===== config.mk =====
export PLATFORM = sky130hd
export DESIGN_NAME = seg_scan_ctrl
export DESIGN_NICKNAME = d
export VERILOG_FILES = /design/src/rtl/seg_scan_pkg.sv /design/src/rtl/seg_scan_ctrl_seg7_decoder.sv /design/src/rtl/seg_scan_ctrl.sv
export SDC_FILE = /design/constraint.sdc
export NUM_CORES = 1
export LEC_CHECK = 0
export ABC_AREA = 1
export CAP_MARGIN = 40
export CORE_ASPECT_RATIO = 0.5
export CORE_MARGIN = 5
export CORE_UTILIZATION = 35
export CTS_CLUSTER_SIZE = 16
export DETAILED_ROUTE_END_ITERATION = 16
export GPL_ROUTABILITY_DRIVEN = 0
export HOLD_SLACK_MARGIN = 0.12
export MAX_ROUTING_LAYER = met4
export PLACE_DENSITY = 0.59
export SLEW_MARGIN = 30
export SYNTH_ARGS = -nofsm -noshare
export SYNTH_HDL_FRONTEND = slang
export SYNTH_HIERARCHICAL = 1
export SYNTH_SLANG_ARGS = --single-unit

===== constraint.sdc =====
create_clock -name clk -period 1.9 [get_ports clk]
set_input_delay 0.19 -clock clk [delete_from_list [all_inputs] [get_ports clk]]
set_output_delay 0.19 -clock clk [all_outputs]
set_load 0.05 [all_outputs]

===== src/rtl/seg_scan_pkg.sv =====
// Shared types and constants for the seg_scan_ctrl display scanner:
// FSM state encoding and the active-high hex glyph table.
package seg_scan_pkg;

  typedef enum logic [1:0] {
    IDLE,
    BLANK,
    SHOW
  } state_t;

  // Glyphs packed {g,f,e,d,c,b,a}, active-high; b and d are lower-case forms.
  localparam logic [6:0] GLYPH_TABLE [16] = '{
    7'h3F, 7'h06, 7'h5B, 7'h4F,   // 0 1 2 3
    7'h66, 7'h6D, 7'h7D, 7'h07,   // 4 5 6 7
    7'h7F, 7'h6F, 7'h77, 7'h7C,   // 8 9 A b
    7'h39, 7'h5E, 7'h79, 7'h71    // C d E F
  };

endpackage


===== src/rtl/seg_scan_ctrl_seg7_decoder.sv =====
// Combinational hex nibble to active-high 7-segment glyph.
module seg7_decoder
  import seg_scan_pkg::*;
(
  input  logic [3:0] nibble,
  output logic [6:0] glyph
);

  assign glyph = GLYPH_TABLE[nibble];

endmodule


===== src/rtl/seg_scan_ctrl.sv =====
// Time-multiplexed NDIG-digit 7-segment scan controller with frame-synchronous shadow registers.
// Optional leading-zero blanking is built when SEG_SCAN_LZB_EN is defined.
module seg_scan_ctrl
  import seg_scan_pkg::*;
#(
  parameter int NDIG       = 4,
  parameter int SLOT_CYC   = 50000,
  parameter int BLANK_CYC  = 16,
  parameter int ACTIVE_LOW = 1
) (
  input  logic                clk,
  input  logic                rst,
  input  logic                enable_i,
  input  logic [4*NDIG-1:0]   digits_i,
  input  logic [NDIG-1:0]     dp_i,
  input  logic                update_i,
  output logic [6:0]          seg_o,
  output logic                dp_o,
  output logic [NDIG-1:0]     an_o,
  output logic                frame_o
);

  localparam int CNT_W = $clog2(SLOT_CYC);
  localparam int IDX_W = $clog2(NDIG);

  // Off levels double as polarity masks: lit value = active-high value ^ off level.
  localparam logic [6:0]      SEG_OFF = {7{ACTIVE_LOW != 0}};
  localparam logic            DP_OFF  = (ACTIVE_LOW != 0);
  localparam logic [NDIG-1:0] AN_OFF  = {NDIG{ACTIVE_LOW != 0}};

  state_t                 state;
  logic [CNT_W-1:0]       cnt;
  logic [IDX_W-1:0]       idx;
  logic [NDIG-1:0][3:0]   stage_dig;
  logic [NDIG-1:0][3:0]   shadow_dig;
  logic [NDIG-1:0]        stage_dp;
  logic [NDIG-1:0]        shadow_dp;
  logic                   pending;
  logic                   slot_end;
  logic                   frame_start;
  logic [6:0]             glyph;
  logic [NDIG-1:0]        lzb;

  assign slot_end    = (state == SHOW) && (cnt == CNT_W'(SLOT_CYC - 1));
  assign frame_start = enable_i &&
                       ((state == IDLE) || (slot_end && (idx == IDX_W'(NDIG - 1))));

  // Staging collects strobes during a frame; shadow only changes at frame start.
  // NOTE: these are plain flops, not a memory array, so they take the async reset like any state.
  always_ff @(posedge clk or posedge rst) begin
    if (rst) begin
      stage_dig  <= '0;
      stage_dp   <= '0;
      shadow_dig <= '0;
      shadow_dp  <= '0;
      pending    <= 1'b0;
    end else if (frame_start) begin
      if (update_i) begin
        shadow_dig <= digits_i;
        shadow_dp  <= dp_i;
      end else if (pending) begin
        shadow_dig <= stage_dig;
        shadow_dp  <= stage_dp;
      end
      pending <= 1'b0;
    end else if (update_i) begin
      stage_dig <= digits_i;
      stage_dp  <= dp_i;
      pending   <= 1'b1;
    end
  end

  seg7_decoder u_dec (
    .nibble (shadow_dig[idx]),
    .glyph  (glyph)
  );

`ifdef SEG_SCAN_LZB_EN
  logic lz_run;

  // A digit blanks only if it and every digit above it are zero with no point.
  always_comb begin
    // NOTE: default every always_comb output first so no path can infer a latch.
    lzb    = '0;
    lz_run = 1'b1;
    for (int k = NDIG - 1; k >= 1; k--) begin
      lzb[k] = lz_run && (shadow_dig[k] == 4'h0) && !shadow_dp[k];
      lz_run = lzb[k];
    end
  end
`else
  assign lzb = '0;
`endif

  // Outputs are loaded on state transitions so seg/dp/an always switch on the same edge.
  // NOTE: all sequential state uses non-blocking assignments to avoid evaluation-order races.
  always_ff @(posedge clk or posedge rst) begin
    if (rst) begin
      state   <= IDLE;
      cnt     <= '0;
      idx     <= '0;
      frame_o <= 1'b0;
      seg_o   <= SEG_OFF;
      dp_o    <= DP_OFF;
      an_o    <= AN_OFF;
    end else begin
      frame_o <= frame_start;
      if (!enable_i) begin
        state <= IDLE;
        cnt   <= '0;
        idx   <= '0;
        seg_o <= SEG_OFF;
        dp_o  <= DP_OFF;
        an_o  <= AN_OFF;
      end else begin
        unique case (state)
          IDLE: begin
            state <= BLANK;
            cnt   <= '0;
            idx   <= '0;
          end
          BLANK: begin
            cnt <= cnt + 1'b1;
            if (cnt == CNT_W'(BLANK_CYC - 1)) begin
              state <= SHOW;
              if (!lzb[idx]) begin
                seg_o <= glyph ^ SEG_OFF;
                dp_o  <= shadow_dp[idx] ^ DP_OFF;
                an_o  <= (NDIG'(1) << idx) ^ AN_OFF;
              end
            end
          end
          SHOW: begin
            if (slot_end) begin
              state <= BLANK;
              cnt   <= '0;
              idx   <= (idx == IDX_W'(NDIG - 1)) ? '0 : idx + 1'b1;
              seg_o <= SEG_OFF;
              dp_o  <= DP_OFF;
              an_o  <= AN_OFF;
            end else begin
              cnt <= cnt + 1'b1;
            end
          end
          default: state <= IDLE;
        endcase
      end
    end
  end

endmodule

==> results of run 1 <==
-- logic make-up (layout without fill, tap and decap cells) --
| logic type | Yosys count | count (layout) | synth area share |
|---|---|---|---|
| compound gates | 56 | 56 | 0.0686 |
| xor+xnor | 7 | 7 | 0.0141 |
| fa+ha+maj | 16 | 16 | 0.0459 |
| buf+inv | 77 | 120 | 0.0861 |
| flops | 74 | 74 | 0.428 |
| simple gates | 364 | 364 | 0.357 |
-- sequential cells by signal (all words and copies together), names as in the netlist --
| name | cells |
|---|---|
| shadow_dp | 4 |
| state | 2 |
| stage_dp | 4 |
| seg_o | 7 |
| shadow_dig | 16 |
| frame_o | 1 |
| idx | 2 |
| dp_o | 1 |
| stage_dig | 16 |
| an_o | 4 |
| cnt | 16 |
| pending | 1 |
-- metal layers --
metal | track usage | vias to the layer above | wire, um
li1 | - | 1953 | -
met1 | 0.183 | 1712 | 4830
met2 | 0.229 | 47 | 4180
met3 | 0.0345 | 10 | 361
met4 | 0.0420 | 0 | 114
met5 | - | - | 0
-- layout make-up --
| type | instances | area [um^2] |
|---|---|---|
| fill | 1237 | 6690 |
| multi-input combinational | 443 | 2160 |
| sequential | 74 | 1870 |
| timing repair buffer | 57 | 564 |
| clock buffer | 10 | 239 |
| tap | 165 | 206 |
| inverter | 47 | 183 |
| clock inverter | 6 | 72.6 |
-- power groups by stage --
stage	clock [mW]	sequential, mW	combinational (mW)
after floorplan	0	2.91	2.07
after global placement	0	2.49	3.24
after detailed placement	0	2.50	3.29
after CTS	1.81	2.48	3.30
after global routing	1.88	2.55	3.80
final	1.77	2.49	3.34
-- worst min-delay path, stage by stage --
cell	delay, ns
clkdlybuf4s50_1	0.44
clkinvlp_4	0.10
buf_12	0.33
-- what timing repair did --
action / CTS / global route
gates resized for setup: 1 / 22
setup buffers: 0 / 1
setup endpoints to repair: 1 / 34
pin swaps: 0 / 3
-- path summary, 6_finish.rpt --
path | start | slack (ns) | cells after the start | endpoint
worst max-delay path | seg_o[0] | 0.05 | 1 | seg_o[0]
worst min-delay path | rst | 0.30 | 3 | state[1]
worst max register to register | idx[0] | 0.10 | 10 | seg_o[3]
worst min register to register | stage_dig[11] | 0.47 | 2 | stage_dig[11]
max in group asynchronous | rst | 1.23 | 3 | seg_o[0]
min in group clk | digits_i[14] | 0.43 | 3 | stage_dig[14]
-- synthesized netlist by cell type (all sizes together) --
cell type,n,share of area
nor2,55,0.053
buf,18,0.035
ha,16,0.046
nor3,3,0.0034
o21ai,36,0.044
xnor2,3,0.0060
xor2,4,0.0080
nand2,244,0.22
nand4,22,0.032
a21oi,15,0.017
dfstp,12,0.072
inv,47,0.040
clkbuf,12,0.010
dfrtp,62,0.36
a21o,1,0.0017
o22ai,4,0.0057
nand3,40,0.051
==> key figures, run 1 <==
Worst setup path
  – Critical Path, Cell by Cell: clkdlybuf4s50_1
  – WP data required: 1.71 ns
  – Setup CP Type: reg -> out
  – Critical path's slowest cell: clkdlybuf4s50_1
  – CP startpoint kind: flip-flop
  – CP delay by family, top: buffers and inverters
  – CP arrival: 1.66 ns
  – Crit path buffers/inverters: 1
  – Slowest Stage Delay on Critical Path: 0.80 ns
  – CP endpoint kind: primary output
  – Crit Path Max Fanout: 2

Floorplan
  – Die area: 0.0149 mm^2
  – DIE WIDTH: 168 um
  – I/O pin count: 37
  – Die Y: 88.9 um
  – Initial Utilization: 0.364
  – Core area: 0.0120 mm^2
  – Cell Rows: 28

Detailed routing
  – Post-DRT Antenna Nets: 0
  – DR vias/cell: 4.64
  – DR iter-0 viols: 206
  – Post-Route WL: 9490 um
  – Drt wl/cell: 11.8 um
  – DRC viols: 0
  – Total number of vias: 3722
  – DR pass1 iterations: 6

Clock network
  – CTS Buf Count: 9
  – CTS tree: built
  – Worst-Skew Late Latency: 0.34 ns
  – Hold_buf cts: 0
  – CTS Buffer Depth: 2
  – Clk sinks: 74
  – H-tree level count: 3
  – Root buffer cell: clkbuf_16
  – Clock slew at reported path FFs: 0.06 ns

Yosys
  – Yosys warns: 6
  – Synth cell types: 29
  – Mapped Cells: 594
  – Sequential-to-total area share from yosys stat: 0.428
  – Cell area after synthesis: 0.00436 mm^2
  – Avg Inst Size Synth: 7.34 um^2
  – Net count after synthesis: 634
  – Seq cells post-synth: 74

STA
  – WHS: 0.302 ns
  – Unrepaired setup endpoints after global routing: yes
  – Worst Clk Skew: 0.00939 ns
  – Setup TNS: 0 ns
  – Finish-stage setup viols: 0
  – Post-route minimum period: 1.85 ns
  – Tcrit/Tclk final: 0.974
  – Slew @ Worst Pin: 0.510 ns
  – Fin. Hold Viols: 0
  – Max-slew headroom: 0.659
  – Worst setup margin: 0.0497 ns
  – Fmax: 540 MHz
  – Max Slew Vio Count: 0

Place
  – DP Area: 0.00491 mm^2
  – Detailed placement HPWL: 6700 um
  – # placed instances: 785
  – PortBufs: 36
  – Dpl ws: 0.00200 ns

Power
  – Sw frac: 0.417
  – Comb pwr share: 0.440
  – Final Total Pwr: 7.59 mW
  – Clock Power Share: 0.233
  – Cell Pwr Density: 1430 mW/mm^2
  – Flop pwr share: 0.327
  – Net load switching power: 3.17 mW
  – Static Leak: 2.61 nW
  – Max IR drop VDD: 468 uV
  – Cell-internal power: 4.42 mW

GRT
  – Total track usage: 0.143
  – First-pass GRT wire length: 16900 um
  – Initial antenna violation count: 0
  – Largest net degree at the start of global routing: 75
  – Number of global-route vias before repair: 3580
  – Residual overflow from global routing: 0

Cells and area
  – Post-route cell area: 0.00529 mm^2
  – Proportion of layout cells with a drive suffix above 1: 0.133
  – Utilization after layout: 0.442
  – Fin nets: 672
  – Layout Cells excl Fill: 802
  – Layout area overhead: 21.5%
  – Most frequent cells in the layout: nand2_1, dfrtp_1, nor2_1
  – Most common cell after layout, fill and taps aside: nand2_1
  – # diodes: 0

Worst hold path
  – Hold Crit Class: in -> async

Run
  – Maximum Capacitance Violations: 0

Run status
  – Status: finished clean
Power figures use the tool's default switching activity.
==> run 2: changes to the inputs <==
CTS_BUF_LIST = sky130_fd_sc_hd__clkbuf_8   (was not set)
SKIP_CTS_REPAIR_TIMING = 1   (was not set)
==> run 2 against run 1 <==
Net effect: cell count unchanged; sequential cell count unchanged; combinational power about the same; register-to-register slack improved by 0.07 ns; count of clock-buffer cells in the layout unchanged; clock skew increased by 0.0054 ns; maximum frequency increased by 7.2%; sequential share of layout area increased by 0.46 points; via count decreased by 0.51%; highest routed layer unchanged; die area unchanged; design area decreased by 1.3%.
==> key figures, run 2 (synthesized netlist as in run 1, its figures left out) <==
Cells and area
  – # diodes: 0 (unchanged)
  – Largest registers: cnt (16), shadow_dig (16), stage_dig (16)
  – Post-route cell area: 0.00523 mm^2 (-1.3%)
  – Most common cell after layout, fill and taps aside: nand2_1
  – Utilization after layout: 0.436 (-0.00564)
  – Layout area overhead: 19.9%
  – Filler instances: 1245 (+0.65%)
  – Fin nets: 672 (unchanged)
  – Proportion of layout cells with a drive suffix above 1: 0.137 (+0.00314)
  – Most frequent cells in the layout: nand2_1, dfrtp_1, nor2_1

Worst setup path
  – Setup CP Type: reg -> reg
  – R2r endpoint: seg_o[3]
  – Reg-to-reg slack, setup: 0.17 ns (+0.07 ns)
  – CP startpoint kind: flip-flop
  – Critical Path, Cell by Cell: buf_6, nor2_2, o22ai_2, buf_4, ha_1, o21ai_0, nand2_1, nand2_1, inv_1, nor2_2, o21ai_1
  – CP delay by family, top: flip-flops
  – WP data required: 2.19 ns (+0.48 ns)
  – WP depth: 11 (+10)
  – RR Startpoint: idx[0]
  – Critical path's slowest cell: dfrtp_2
  – Crit Path Max Fanout: 5 (+3)
  – CP endpoint kind: flip-flop
  – Reg2reg path depth: 11 (+1)
  – Crit path buffers/inverters: 3 (+2)
  – Slowest Stage Delay on Critical Path: 0.46 ns (-0.34 ns)
  – CP arrival: 2.02 ns (+0.36 ns)

Power
  – Net load switching power: 3.12 mW (-1.6%)
  – Cell Pwr Density: 1370 mW/mm^2 (-4.7%)
  – Comb pwr share: 0.472 (+0.032)
  – Flop pwr share: 0.347 (+0.020)
  – Cell-internal power: 4.03 mW (-8.9%)
  – Clock Power Share: 0.182 (-0.051)
  – Max IR drop VDD: 418 uV (-11%)
  – Sw frac: 0.436 (+0.0187)
  – Static Leak: 2.61 nW (about the same)

Floorplan
  – Initial Utilization: 0.364 (unchanged)
  – Cell Rows: 28 (unchanged)
  – I/O pin count: 37 (unchanged)
  – DIE WIDTH: 168 um (unchanged)
  – Die area: 0.0149 mm^2 (unchanged)
  – Core area: 0.0120 mm^2 (unchanged)
  – Die Y: 88.9 um (unchanged)

STA
  – WHS: 0.291 ns (-0.0111 ns)
  – Max-slew headroom: 0.661 (+0.00184)
  – Fin. Hold Viols: 0 (unchanged)
  – Worst Clk Skew: 0.0148 ns (+0.00538 ns)
  – Tcrit/Tclk final: 0.909 (-0.0652)
  – Setup TNS: 0 ns (unchanged)
  – Max Slew Vio Count: 0 (unchanged)
  – Finish-stage setup viols: 0 (unchanged)
  – Fmax: 579 MHz (+7.2%)
  – Post-route minimum period: 1.73 ns (-0.124 ns)
  – Worst setup margin: 0.174 ns (+0.124 ns)
  – Slew @ Worst Pin: 0.508 ns (-0.00276 ns)

Run
  – Maximum Capacitance Violations: 0 (unchanged)

GRT
  – Initial antenna violation count: 0 (unchanged)
  – First-pass GRT wire length: 16800 um (-1.1%)
  – Largest net degree at the start of global routing: 75 (unchanged)
  – Number of global-route vias before repair: 3541 (-1.1%)
  – Total track usage: 0.142 (-0.00140)
  – Residual overflow from global routing: 0 (unchanged)

Place
  – Dpl ws: 0.00200 ns (unchanged)
  – PortBufs: 36 (unchanged)
  – Detailed placement HPWL: 6700 um (unchanged)
  – DP Area: 0.00491 mm^2 (unchanged)

Detailed routing
  – DRC viols: 0 (unchanged)
  – DR pass1 iterations: 4 (-2)
  – Total number of vias: 3703 (-0.51%)
  – DR iter-0 viols: 212 (+2.9%)
  – Drt wl/cell: 11.7 um (-1.0%)
  – Post-DRT Antenna Nets: 0 (unchanged)
  – DR vias/cell: 4.62 (-0.51%)
  – Post-Route WL: 9390 um (-1.0%)

Run status
  – Status: finished clean

Clock network
  – CTS tree: built
  – Clock slew at reported path FFs: 0.08 ns (+0.02 ns)
  – Clk sinks: 74 (unchanged)
  – CTS Buf Count: 9 (unchanged)
  – Worst-Skew Late Latency: 0.36 ns (+0.02 ns)
  – CTS Buffer Depth: 2 (unchanged)
  – H-tree level count: 3 (unchanged)
  – Root buffer cell: clkbuf_8

Worst hold path
  – Hold Crit Class: in -> async
-- run 2: cell types whose count changed in the layout (fill, tap and decap cells not counted), moves of 6 or more --
cell	before	now
clkbuf_16	9	0
clkbuf_8	1	10
clkdlybuf4s50_1	30	24
dlymetal6s2s_1	4	10
-- run 2: worst max path at each step --
stage | from | end | slack [ns]
2_1_floorplan | idx[0] | seg_o[3] | -0.05
4_1_cts | an_o[2] | an_o[2] | -0.04
5_1_grt | idx[0] | seg_o[3] | -0.007
3_3_place_gp | idx[0] | seg_o[3] | 0.06
3_5_place_dp | idx[0] | seg_o[3] | 0.002
6_report | idx[0] | seg_o[3] | 0.17
-- run 2: power by group through the flow --
stage	Clock (mW)	Sequential [mW]	Combinational [mW]
after floorplan	0	2.91	2.07
after CTS	1.35	2.47	3.29
after detailed placement	0	2.50	3.29
after global routing	1.42	2.55	3.84
final	1.30	2.48	3.37
after global placement	0	2.49	3.24
-- run 2: stage by stage --
step                cells  power (mW)
global route          802        7.81
finish                802        7.14
detailed placement    785        5.79
CTS                   801        7.12
global placement      785        5.73
floorplan             594        4.99
-- run 2: worst register-to-register path, stage by stage (launching register included) --
cell and delay [ns]:
dfrtp_2 0.46, buf_6 0.14, nor2_2 0.11, o22ai_2 0.08, buf_4 0.15, ha_1 0.23
o21ai_0 0.16, nand2_1 0.06, nand2_1 0.06, inv_1 0.04, nor2_2 0.09, o21ai_1 0.06
-- run 2: cell type report --
class,instances,area [um^2],share of cell area
Timing Repair Buffer,57,583,0.112
Clock inverter,6,72.6,0.0139
Tap cell,165,206,0.0395
Sequential cell,74,1870,0.357
Clock buffer,10,138,0.0263
Inverter,47,183,0.0350
Multi-Input combinational cell,443,2180,0.416
-- run 2: per-layer routing --
| metal | track usage | vias up | share of wire |
|---|---|---|---|
| met5 | - | - | 0 |
| met4 | 0.0398 | 0 | 0.012 |
| met3 | 0.0358 | 8 | 0.027 |
| met2 | 0.224 | 44 | 0.44 |
| met1 | 0.183 | 1692 | 0.52 |
| li1 | - | 1959 | - |
==> run 3: changes to the inputs <==
SLEW_MARGIN = not set   (was 30)
==> results of run 3 <==
Same layout as run 2: the final DEF is identical, and so are final timing and power.
